===== src/rtl/mem_sched_wrr.sv =====
// Shares one burst-capable memory port among NCLIENTS masters: round-robin grants with a bounded
// sticky repeat for the last owner; the owner keeps the port until its whole burst has completed.
module mem_sched_wrr #(
  parameter int NCLIENTS       = 3,
  parameter int ADDR_WIDTH     = 32,
  parameter int DATA_WIDTH     = 32,
  parameter int BURSTLEN_WIDTH = 2,
  parameter int MAX_CONSEC     = 2
) (
  input  logic                               clock,
  input  logic                               reset_n,
  input  logic [NCLIENTS*ADDR_WIDTH-1:0]     c_addr,
  input  logic [NCLIENTS*BURSTLEN_WIDTH-1:0] c_burst_len,
  input  logic [NCLIENTS*DATA_WIDTH-1:0]     c_wr_data,
  input  logic [NCLIENTS-1:0]                c_rd,
  input  logic [NCLIENTS-1:0]                c_wr,
  output logic [NCLIENTS-1:0]                c_waitrequest,
  output logic [NCLIENTS-1:0]                c_rd_valid,
  output logic [DATA_WIDTH-1:0]              c_rd_data,
  output logic [ADDR_WIDTH-1:0]              mm_addr,
  output logic [BURSTLEN_WIDTH-1:0]          mm_burst_len,
  output logic [DATA_WIDTH-1:0]              mm_wr_data,
  output logic                               mm_rd,
  output logic                               mm_wr,
  input  logic                               mm_waitrequest,
  input  logic                               mm_rd_valid,
  input  logic [DATA_WIDTH-1:0]              mm_rd_data
);
  localparam int IW = (NCLIENTS > 1) ? $clog2(NCLIENTS) : 1;
  localparam int CW = $clog2(MAX_CONSEC + 1);
  localparam logic [NCLIENTS-1:0] ONE = 1;

  typedef enum logic [1:0] {IDLE, RD_CMD, RD_DATA, WR_DATA} state_t;

  state_t                    state, state_nxt;
  logic [IW-1:0]             owner, owner_nxt, last, last_nxt, pick;
  logic [CW-1:0]             consec, consec_nxt;
  logic [BURSTLEN_WIDTH-1:0] beat, beat_nxt, blen, blen_nxt;
  logic [NCLIENTS-1:0]       req;
  logic                      pick_last, found;
  int                        idx;

  logic [ADDR_WIDTH-1:0]     addr_a [NCLIENTS];
  logic [DATA_WIDTH-1:0]     data_a [NCLIENTS];
  logic [BURSTLEN_WIDTH-1:0] len_a  [NCLIENTS];

  always_comb begin
    for (int i = 0; i < NCLIENTS; i++) begin
      addr_a[i] = c_addr[i*ADDR_WIDTH +: ADDR_WIDTH];
      data_a[i] = c_wr_data[i*DATA_WIDTH +: DATA_WIDTH];
      len_a[i]  = c_burst_len[i*BURSTLEN_WIDTH +: BURSTLEN_WIDTH];
    end
  end

  assign req = c_rd | c_wr;

  // Sticky repeat unless the budget is spent and someone else is waiting; else scan from last+1.
  always_comb begin
    pick      = last;
    found     = 1'b0;
    idx       = 0;
    pick_last = req[last] && ((consec < CW'(MAX_CONSEC)) || (req == (ONE << last)));
    for (int k = 1; k <= NCLIENTS; k++) begin
      idx = (int'(last) + k) % NCLIENTS;
      if (!found && req[IW'(idx)]) begin
        pick  = IW'(idx);
        found = 1'b1;
      end
    end
    if (pick_last) pick = last;
  end

  always_comb begin
    state_nxt  = state;
    owner_nxt  = owner;
    last_nxt   = last;
    consec_nxt = consec;
    beat_nxt   = beat;
    blen_nxt   = blen;
    case (state)
      IDLE: begin
        if (|req) begin
          owner_nxt  = pick;
          last_nxt   = pick;
          blen_nxt   = len_a[pick];
          beat_nxt   = '0;
          if (pick_last)
            consec_nxt = (consec == CW'(MAX_CONSEC)) ? consec : consec + 1'b1;
          else
            consec_nxt = CW'(1);
          state_nxt  = c_wr[pick] ? WR_DATA : RD_CMD;
        end
      end
      RD_CMD: begin
        if (!c_rd[owner]) begin
          state_nxt = IDLE;
        end else if (!mm_waitrequest) begin
          state_nxt = RD_DATA;
          beat_nxt  = '0;
        end
      end
      RD_DATA: begin
        if (mm_rd_valid) begin
          if (beat == blen) state_nxt = IDLE;
          else              beat_nxt  = beat + 1'b1;
        end
      end
      WR_DATA: begin
        if (mm_wr && !mm_waitrequest) begin
          if (beat == blen) state_nxt = IDLE;
          else              beat_nxt  = beat + 1'b1;
        end
      end
      default: state_nxt = IDLE;
    endcase
  end

  always_ff @(posedge clock or negedge reset_n) begin
    if (!reset_n) begin
      state  <= IDLE;
      owner  <= '0;
      last   <= IW'(NCLIENTS - 1);
      consec <= '0;
      beat   <= '0;
      blen   <= '0;
    end else begin
      state  <= state_nxt;
      owner  <= owner_nxt;
      last   <= last_nxt;
      consec <= consec_nxt;
      beat   <= beat_nxt;
      blen   <= blen_nxt;
    end
  end

  // An owner exists only outside IDLE; the data path reads zero otherwise.
  assign mm_addr      = (state != IDLE) ? addr_a[owner] : '0;
  assign mm_wr_data   = (state != IDLE) ? data_a[owner] : '0;
  assign mm_burst_len = (state != IDLE) ? len_a[owner]  : '0;
  assign mm_rd        = (state == RD_CMD)  && c_rd[owner];
  assign mm_wr        = (state == WR_DATA) && c_wr[owner];
  assign c_rd_data    = mm_rd_data;

  always_comb begin
    for (int i = 0; i < NCLIENTS; i++) begin
      c_waitrequest[i] = !((owner == IW'(i)) && ((state == RD_CMD) || (state == WR_DATA)))
                         || mm_waitrequest;
      c_rd_valid[i]    = (state == RD_DATA) && mm_rd_valid && (owner == IW'(i));
    end
  end
endmodule


===== config.mk =====
export PLATFORM = sky130hd
export DESIGN_NAME = mem_sched_wrr
export DESIGN_NICKNAME = d
export VERILOG_FILES = /design/src/rtl/mem_sched_wrr.sv
export SDC_FILE = /design/constraint.sdc
export NUM_CORES = 1
export LEC_CHECK = 0
export ABC_CLOCK_PERIOD_IN_PS = 5500
export BUFFER_PORTS_ARGS = -buffer_cell sky130_fd_sc_hd__buf_2
export CORE_AREA = 2 2 136 138
export CTS_CLUSTER_SIZE = 30
export DETAILED_ROUTE_END_ITERATION = 8
export DIE_AREA = 0 0 138 140
export SLEW_MARGIN = 10
export SYNTH_ARGS = -nofsm -noshare
export SYNTH_HDL_FRONTEND = slang
export SYNTH_SLANG_ARGS = --single-unit

===== constraint.sdc =====
create_clock -name clock -period 5.5 [get_ports clock]
set_input_delay 0.55 -clock clock [delete_from_list [all_inputs] [get_ports clock]]
set_output_delay 0.55 -clock clock [all_outputs]
set_load 0.05 [all_outputs]

==> impl_metrics.env, run 1 <==
export IMPL_run_status="finished, final reports clean"
export IMPL_start_util_pct=17.4
export IMPL_yosysMostFrequentCell="nor2_1"
export IMPL_synth_compound_area_share_pct=23.5
export IMPL_die_h_um=140
export IMPL_crit_type="flip-flop to output port"
export IMPL_critPathRequiredTime_ns=4.95
export IMPL_power_frac_comb_pct=88.5
export IMPL_synthAdderAreaFrac_pct=2.43
export IMPL_clock_latency_ns=0.24
export IMPL_cts_hold_buf=0
export IMPL_worst_r2r_path_depth=9
export IMPL_coreArea_um2=17800
export IMPL_numPortBuffers=281
export IMPL_grt_pass1_wl_mm=21.3
export IMPL_yosysSeqAreaShare_pct=8.93
export IMPL_grt_usage_pct=13.1
export IMPL_hpwl_mm=11.0
export IMPL_cp_data_arrival_time_ns=2.73
export IMPL_worst_setup_path_start_kind="flip-flop"
export IMPL_multi_input_area_um2=2380
export IMPL_row_count=49
export IMPL_numCtsBuffers=3
export IMPL_final_nets=952
export IMPL_cts_resized_gates=0
export IMPL_synth_top_area_share_pct=22.3
export IMPL_grt_pass1_vias=4098
export IMPL_first_pass_iters=5
export IMPL_min_period_ns=3.28
export IMPL_critPathLaunch="owner[1]"
export IMPL_p_per_area_nw_per_um2=699
export IMPL_drt_wl_total_mm=13.5
export IMPL_r2r_start="owner[0]"
export IMPL_mappedNetlistNets=732
export IMPL_area_growth_synth_to_final_pct=45.4
export IMPL_ys_warn_count=0
export IMPL_synth_largest_area_cell="mux2i_1"
export IMPL_worst_pin_slew_ns=0.803
export IMPL_post_route_drc_count=0
export IMPL_drive_gt1_share_pct=42.6
export IMPL_peakVddDrop_v=0.000329
export IMPL_regToRegEndpoint="state[1]"
export IMPL_cts_tree="built"
export IMPL_synth_top_family_by_area="simple AND/OR/NAND/NOR gates"
export IMPL_cts_setup_buffers=0
export IMPL_nFillCells=2017
export IMPL_reg2reg_slack_ns=2.33
export IMPL_synth_area_um2=3100
export IMPL_fin_cells=934
export IMPL_synth_edf_count=0
export IMPL_seqPwrFrac_pct=7.3
export IMPL_grt_max_degree=80
export IMPL_drv_slew=0
export IMPL_htreeDepth=1
export IMPL_crit_fanout=36
export IMPL_synth_ff_type="dfrtp_1"
export IMPL_ys_types=55
export IMPL_synth_common_cells="nor2_1 (141), a21oi_1 (74), mux2i_1 (69)"
export IMPL_clock_path_buffers=2
export IMPL_first_iter_violations=231
export IMPL_overflow=0
export IMPL_skew_ns=0.00634
export IMPL_maxCapViolCount=0
export IMPL_synth_area_leaders="mux2i_1 (22%), nor2_1 (17%), a21oi_1 (12%)"
export IMPL_synth_xor_area_share_pct=0.849
export IMPL_dp_cells=930
export IMPL_leakagePower_nw=2.38
export IMPL_route_vias_total=4204
export IMPL_fin_tns_setup_ns=0
export IMPL_netlist_instances=486
export IMPL_die_x_um=138
export IMPL_finalSetupViolCount=0
export IMPL_wl_per_cell_um=14.5
export IMPL_rsz0062_at_grt="false"
export IMPL_antenna_found_initial=0
export IMPL_cts_root_buf="clkbuf_16"
export IMPL_avgSynthCellArea_um2=6.37
export IMPL_antenna_cells=0
export IMPL_num_io_pins=346
export IMPL_relSlewSlack_pct=46.4
export IMPL_p_int_mw=0.992
export IMPL_hold_viol_final=0
export IMPL_switchingPower_mw=2.16
export IMPL_min_period_over_period_pct=59.6
export IMPL_hp_class="input port to async pin"
export IMPL_antenna_left=0
export IMPL_cts_sinks=11
export IMPL_async_flop_share_pct=100
export IMPL_place_gp_congestion=0.800
export IMPL_regArea_um2=282
export IMPL_dieArea_um2=19300
export IMPL_drt_vias_per_instance=4.50
export IMPL_synth_mux_area_share_pct=23.0
export IMPL_fmax_ghz=0.305
export IMPL_synthSimpleGateAreaFrac_pct=26.5
export IMPL_clk_pin_slew_ns=0.05
export IMPL_end_kind="output port"
export IMPL_switching_share_pct=68.5
export IMPL_clock_power_share_pct=4.2
export IMPL_ys_ff_latch=11
## layer usage
metal,share of wire (%),vias up,global-route usage (%)
li1,-,2090,-
met4,1.4,0,2.20
met5,0,-,0
met1,43,1880,16.9
met2,48,220,23.6
met3,7.0,14,1.88
## sequential cells by signal, indices dropped and copies added (netlist names)
| register | count |
|---|---|
| last | 1 |
| consec | 2 |
| owner | 2 |
| blen | 2 |
| state | 2 |
| beat | 2 |
## worst max path at each step
stage	endpoint	slack, ns
after floorplan	c_rd_valid[2]	2.70
after global placement	state[1]	2.32
after detailed placement	state[1]	2.35
after CTS	mm_wr_data[9]	2.19
after global routing	mm_wr_data[31]	1.99
final	mm_wr_data[15]	2.22
## per-stage QoR
| stage | utilization (%) | setup slack, ns | power (mW) | instance area [µm²] | hold slack (ns) |
|---|---|---|---|---|---|
| after global routing | 25.3 | 1.99 | 3.38 | 4500 | 0.195 |
| after CTS | 25.3 | 2.19 | 3.17 | 4500 | 0.183 |
| after global placement | 24.9 | 2.32 | 3.02 | 4420 | 0.435 |
| final | 25.3 | 2.22 | 3.15 | 4500 | 0.174 |
| after detailed placement | 24.9 | 2.35 | 3.03 | 4420 | 0.436 |
| after floorplan | - | 2.70 | 2.45 | 3100 | 0.254 |
## placed cells by master, fill, tap and decap left out, types with 2 or more instances in the layout
| cell type | instances |
|---|---|
| buf_2 | 281 |
| o21ai_0 | 8 |
| mux2_2 | 2 |
| or3_1 | 2 |
| clkbuf_16 | 3 |
| mux2i_1 | 69 |
| o221ai_1 | 2 |
| a21oi_1 | 74 |
| xor2_1 | 2 |
| nor2_1 | 140 |
| nor2b_1 | 2 |
| o41ai_1 | 2 |
| nor3_1 | 7 |
| nand2_1 | 19 |
| nand2b_1 | 4 |
| a211o_1 | 3 |
| o21a_1 | 3 |
| nor3b_1 | 3 |
| o31a_1 | 2 |
| ha_1 | 6 |
| o31ai_1 | 3 |
| nand3_1 | 4 |
| o21bai_1 | 5 |
| inv_1 | 10 |
| and3_1 | 2 |
| o211ai_1 | 3 |
| dfrtp_1 | 8 |
| buf_4 | 4 |
| nand4_1 | 3 |
## worst max-delay path: stages (launching register included)
cell and delay (ns):
dfrtp_4 0.70, nor2b_4 0.71, buf_4 0.50, a21oi_1 0.13, nor2_1 0.14, buf_2 0.30
## cell type report
class                   count  share of cell area (%)
multi-input cells         395                    52.8
repair buffers            285                    31.9
well taps                 229                    6.37
flip-flops and latches     11                    6.26
clock buffers               3                    1.67
inverters                  10                   0.834
clock inverters             1                   0.111
## power by group through the flow
stage               registers, mW  clock network, mW  logic (mW)
floorplan                   0.150                  0        2.30
global placement            0.230                  0        2.79
detailed placement          0.231                  0        2.80
CTS                         0.232              0.135        2.80
global route                0.241              0.139        3.00
finish                      0.230              0.133        2.78
## kinds of logic after synthesis
kind of cell / Yosys count
AOI/OAI and AO/OA: 120
xor gates and xnor gates: 3
adders and majority gates: 6
buffers and inverters: 80
DFF: 11
muxes: 71
and+or+nand+nor: 195
Note: power is estimated with default switching activity, not from simulation.
==> run 2, diff against run 1 <==
Settings changed: ABC_AREA from default to 1, ABC_CLOCK_PERIOD_IN_PS 5500 to 2850, CORE_AREA 2 2 136 138 to 2 2 135 137, DIE_AREA 0 0 138 140 to 0 0 137 139.
Clock period 5.5 ns to 2.85 ns, I/O delays scaled along.
==> impl_metrics.env, run 2 <==
export IMPL_run_status="finished, final reports clean"
export IMPL_wl_per_cell_um=12.6
export IMPL_dp_cells=1098
export IMPL_drive_gt1_share_pct=36.3
export IMPL_fmax_ghz=0.415
export IMPL_netlist_instances=641
export IMPL_cts_setup_buffers=0
export IMPL_clock_latency_ns=0.24
export IMPL_worst_pin_slew_ns=0.548
export IMPL_row_count=49
export IMPL_drt_wl_total_mm=13.9
export IMPL_coreArea_um2=17700
export IMPL_reg2reg_slack_ns=0.50
export IMPL_dieArea_um2=19000
export IMPL_crit_fanout=34
export IMPL_numCtsBuffers=3
export IMPL_peakVddDrop_v=0.000765
export IMPL_final_cell_mix="nand2_1 (311), buf_2 (281), inv_1 (94)"
export IMPL_ys_ff_latch=11
export IMPL_regToRegEndpoint="blen[1]"
export IMPL_grt_max_degree=41
export IMPL_htreeDepth=1
export IMPL_start_util_pct=17.5
export IMPL_route_vias_total=4520
export IMPL_min_path_cells=3
export IMPL_die_x_um=137
export IMPL_cts_tree="built"
export IMPL_synth_ff_type="dfrtp_1"
export IMPL_synth_edf_count=0
export IMPL_clk_pin_slew_ns=0.04
export IMPL_post_route_drc_count=0
export IMPL_finalSetupViolCount=0
export IMPL_antenna_cells=0
export IMPL_leakagePower_nw=3.09
export IMPL_antenna_found_initial=0
export IMPL_p_per_area_nw_per_um2=1290
export IMPL_r2r_start="owner[0]"
export IMPL_maxCapViolCount=0
export IMPL_crit_type="flip-flop to output port"
export IMPL_yosysMostFrequentCell="nand2_1"
export IMPL_min_period_ns=2.41
export IMPL_drv_slew=0
export IMPL_fin_tns_setup_ns=0
export IMPL_synth_largest_area_cell="nand2_1"
export IMPL_grt_pass1_vias=4163
export IMPL_first_pass_iters=5
export IMPL_critPathRequiredTime_ns=2.57
export IMPL_hp_class="input port to flip-flop"
export IMPL_cts_resized_gates=0
export IMPL_hold_viol_final=0
export IMPL_relSlewSlack_pct=63.1
export IMPL_synth_area_um2=3090
export IMPL_drt_vias_per_instance=4.10
export IMPL_fin_cells=1103
export IMPL_mostFrequentLayoutCell="nand2_1"
export IMPL_rsz0062_at_grt="false"
export IMPL_place_gp_congestion=0.853
export IMPL_clock_path_buffers=2
export IMPL_cts_root_buf="clkbuf_16"
export IMPL_synth_common_cells="nand2_1 (311), inv_1 (97), nand3_1 (89)"
export IMPL_hpwl_mm=11.6
export IMPL_die_h_um=139
export IMPL_grt_usage_pct=13.6
export IMPL_grt_pass1_wl_mm=20.8
export IMPL_min_period_over_period_pct=84.6
export IMPL_async_flop_share_pct=100
export IMPL_min_to="blen[1]"
export IMPL_worst_r2r_path_depth=16
export IMPL_area_growth_synth_to_final_pct=48.4
export IMPL_final_nets=1121
export IMPL_numPortBuffers=281
export IMPL_ys_warn_count=0
export IMPL_nFillCells=2049
export IMPL_worst_setup_path_start_kind="flip-flop"
export IMPL_num_io_pins=346
export IMPL_mappedNetlistNets=887
export IMPL_avgSynthCellArea_um2=4.82
export IMPL_overflow=0
export IMPL_cts_sinks=11
export IMPL_yosysSeqAreaShare_pct=8.96
export IMPL_synth_area_leaders="nand2_1 (38%), nand3_1 (14%), inv_1 (12%)"
export IMPL_cp_data_arrival_time_ns=2.13
export IMPL_synth_top_area_share_pct=37.8
export IMPL_skew_ns=0.000806
export IMPL_first_iter_violations=265
export IMPL_worstHoldStart="c_burst_len[5]"
export IMPL_end_kind="output port"
export IMPL_antenna_left=0
export IMPL_ys_types=30
## run 2: layout make-up
type	instances	area [µm²]	share of cell area [%]
Inverter	99	372	8.11
Timing Repair Buffer	290	1480	32.2
Multi-Input combinational cell	470	2090	45.6
Clock buffer	4	78.8	1.72
Tap cell	229	287	6.26
Sequential cell	11	277	6.04
## run 2: worst max path at each step
stage / end / from / depth (start not counted) / slack [ns]
after CTS: mm_wr_data[20] / owner[0] / 9 / 0.44
after detailed placement: blen[1] / owner[0] / 14 / 0.49
after global routing: blen[1] / owner[0] / 15 / 0.17
after global placement: blen[1] / owner[0] / 16 / 0.58
final: mm_addr[31] / owner[0] / 9 / 0.44
after floorplan: blen[1] / last[1] / 14 / 0.74
## run 2: through the flow
step | area [µm²] | utilization (%) | power, mW | hold WS, ns | worst slack (ns)
6_report | 4580 | 25.9 | 5.90 | 0.300 | 0.440
5_1_grt | 4580 | 25.9 | 6.45 | 0.315 | 0.173
4_1_cts | 4580 | 25.9 | 5.95 | 0.298 | 0.437
3_5_place_dp | 4490 | 25.4 | 5.67 | 0.175 | 0.491
3_3_place_gp | 4490 | 25.4 | 5.66 | 0.176 | 0.576
2_1_floorplan | 3090 | - | 4.51 | -0.0106 | 0.738
## run 2: critical path: stages (launching register included)
cell     delay [ns]
dfrtp_1        0.48
inv_2          0.19
nand2_1        0.15
inv_2          0.08
buf_4          0.32
nand2_1        0.18
nand3_1        0.10
nand2_1        0.05
inv_1          0.06
buf_2          0.25
## run 2: cells by family after synthesis
family | count (synthesis) | synth area share (%)
buffers and inverters | 160 | 23.6
AO/OA/AOI/OAI | 30 | 5.92
flip-flops | 11 | 8.96
adder cells (fa/ha/maj) | 6 | 2.43
XOR/XNOR | 4 | 1.14
AND/OR/NAND/NOR | 430 | 58.0
## run 2: metal layers
metal  up-vias  track usage, %  wire length, µm  share of wire (%)
met3        28            2.49             1130                8.1
li1       2364               -                -                  -
met4         0            2.88              301                2.2
met1      1927            17.8             6150                 44
met5         -               0                0                  0
met2       201            23.1             6360                 46
## run 2: power breakdown
group	switching [mW]	total, mW	internal [mW]
clock network	0.0710	0.259	0.188
registers	0.0940	0.334	0.240
logic	3.99	5.31	1.31
total	4.16	5.90	1.74
## run 2: repair_timing
item,in CTS,in global routing
hold endpoints to repair,10,0
setup endpoints to repair,0,0
hold buffers,1,0
==> run 3, diff against run 2 <==
Settings changed: ABC_AREA 1 to 0, ABC_CLOCK_PERIOD_IN_PS 2850 to 2000, CORE_AREA 2 2 135 137 to 2 2 136 138, DIE_AREA 0 0 137 139 to 0 0 138 140.
Clock period 2.85 ns to 2 ns, I/O delays scaled along.
==> impl_metrics.env, run 3 (synthesis gave the netlist of run 1 again) <==
export IMPL_run_status="finished, violations left"
export IMPL_violations="negative setup slack"
export IMPL_grt_max_degree=45
export IMPL_nFillCells=1722
export IMPL_drv_slew=0
export IMPL_antenna_found_initial=0
export IMPL_regToRegEndpoint="owner[1]"
export IMPL_p_int_mw=6.38
export IMPL_route_vias_total=4713
export IMPL_power_mw=14.4
export IMPL_die_x_um=138
export IMPL_dieArea_um2=19300
export IMPL_first_iter_violations=139
export IMPL_row_count=49
export IMPL_coreArea_um2=17800
export IMPL_grt_usage_pct=17.7
export IMPL_clock_power_share_pct=2.6
export IMPL_end_kind="flip-flop"
export IMPL_hold_viol_final=0
export IMPL_maxCapViolCount=0
export IMPL_worst_pin_slew_ns=0.478
export IMPL_area_growth_synth_to_final_pct=139
export IMPL_switchingPower_mw=7.98
export IMPL_hp_class="input port to flip-flop"
export IMPL_clk_pin_slew_ns=0.04
export IMPL_start_util_pct=17.4
export IMPL_peakVddDrop_v=0.00102
export IMPL_post_place_ws_ns=-0.628
export IMPL_r2r_start="last[1]"
export IMPL_critPathRequiredTime_ns=2.18
export IMPL_p_per_area_nw_per_um2=1940
export IMPL_first_pass_iters=4
export IMPL_cp_data_arrival_time_ns=2.69
export IMPL_mostFrequentLayoutCell="buf_2"
export IMPL_min_period_ns=2.52
export IMPL_grt_pass1_wl_mm=27.5
export IMPL_reg2reg_slack_ns=-0.52
export IMPL_switching_share_pct=55.6
export IMPL_num_io_pins=346
export IMPL_relSlewSlack_pct=68.1
export IMPL_place_gp_congestion=0.930
export IMPL_leakagePower_nw=3.29
export IMPL_power_frac_comb_pct=93.9
export IMPL_clock_path_buffers=2
export IMPL_cts_sinks=11
export IMPL_seqPwrFrac_pct=3.5
export IMPL_antenna_left=0
export IMPL_htreeDepth=1
export IMPL_crit_type="flip-flop to flip-flop"
export IMPL_cts_root_buf="clkbuf_16"
export IMPL_final_nets=1035
export IMPL_drt_wl_total_mm=18.0
export IMPL_endpoint="owner[1]"
export IMPL_rsz0062_at_grt="true"
export IMPL_skew_ns=0.000644
export IMPL_worst_setup_path_start_kind="flip-flop"
export IMPL_wl_per_cell_um=17.7
export IMPL_overflow=0
export IMPL_finalSetupViolCount=76
export IMPL_antenna_cells=0
export IMPL_worst_r2r_path_depth=11
export IMPL_min_period_over_period_pct=126
export IMPL_drive_gt1_share_pct=68.5
export IMPL_post_route_drc_count=0
export IMPL_drt_vias_per_instance=4.63
export IMPL_critPathLaunch="last[1]"
export IMPL_final_cell_mix="buf_2 (211), nor2_1 (74), mux2i_1 (69)"
export IMPL_numCtsBuffers=3
export IMPL_fmax_ghz=0.397
export IMPL_die_h_um=140
export IMPL_crit_fanout=4
export IMPL_grt_pass1_vias=5017
export IMPL_layout_setup_ws_ns=-0.516
export IMPL_clock_latency_ns=0.24
export IMPL_cts_tree="built"
export IMPL_hpwl_mm=11.7
export IMPL_numPortBuffers=281
## run 3: cell count changes in the layout (fill, tap and decap cells not counted), moves of 62 or more
cell / delta
mux2i_1: +69
nand2_1: -293
buf_2: -70
nand3_1: -87
inv_1: -87
nor2_1: +62
## run 3: worst max-delay path: stages (launching register included)
cell and delay, ns:
dfstp_2 0.38, buf_6 0.11, ha_4 0.15, or3_1 0.30
a32o_2 0.28, a211o_1 0.26, o211a_1 0.14, or3_4 0.39
buf_4 0.16, buf_6 0.10, buf_4 0.13, nand2_1 0.05
## run 3: cell type report
class	instances	area, µm²	share of cell area (%)
multi-input cells	395	3590	48.6
repair buffers	368	3110	42.1
well taps	229	287	3.88
flip-flops and latches	11	282	3.81
clock buffers	4	78.8	1.07
inverters	10	42.5	0.576
## run 3: per-layer routing
| metal | routed length (µm) | global-route usage [%] | vias up | share of wire [%] |
|---|---|---|---|---|
| li1 | - | - | 2270 | - |
| met4 | 337 | 3.44 | 0 | 1.9 |
| met2 | 9460 | 34.8 | 252 | 53 |
| met5 | 0 | 0 | - | 0 |
| met3 | 1220 | 1.88 | 27 | 6.8 |
| met1 | 6940 | 20.6 | 2164 | 39 |
## run 3: metrics by stage
step,instances,hold WS (ns),instance area (µm²),utilization (%),TNS (ns)
finish,1017,0.271,7380,41.5,-9.89
CTS,1018,0.289,7330,41.2,-10.19
detailed placement,973,0.101,5210,29.3,-30.79
floorplan,486,-0.0956,3460,-,-2.10
global route,1017,0.306,7380,41.5,-14.78
global placement,973,0.0955,5210,29.3,-28.80
## run 3: timing repair
item,in CTS,in global routing
hold endpoints to repair,10,0
setup endpoints to repair,81,79
hold buffers,1,0
pin swaps,76,13
gates resized for setup,332,25
buffers inserted,28,2
cloned,12,0
## run 3: how the worst min path moves through the flow
stage                        start         to  slack (ns)  cells past startpoint
global placement           reset_n    beat[0]         0.1                      1
global route        c_burst_len[1]    blen[1]        0.31                      3
CTS                 c_burst_len[1]    blen[1]        0.29                      3
finish              c_burst_len[0]    blen[0]        0.27                      3
floorplan                  reset_n    beat[0]        -0.1                      0
detailed placement         reset_n  consec[0]        0.10                      1
## run 3: power by group through the flow
stage                     Clock, mW  Sequential, mW  Combinational (mW)
after detailed placement          0           0.488                9.29
after global routing          0.389           0.518                14.2
final                         0.374           0.496                13.5
after global placement            0           0.488                9.26
after CTS                     0.377           0.493                13.3
after floorplan                   0           0.423                7.05
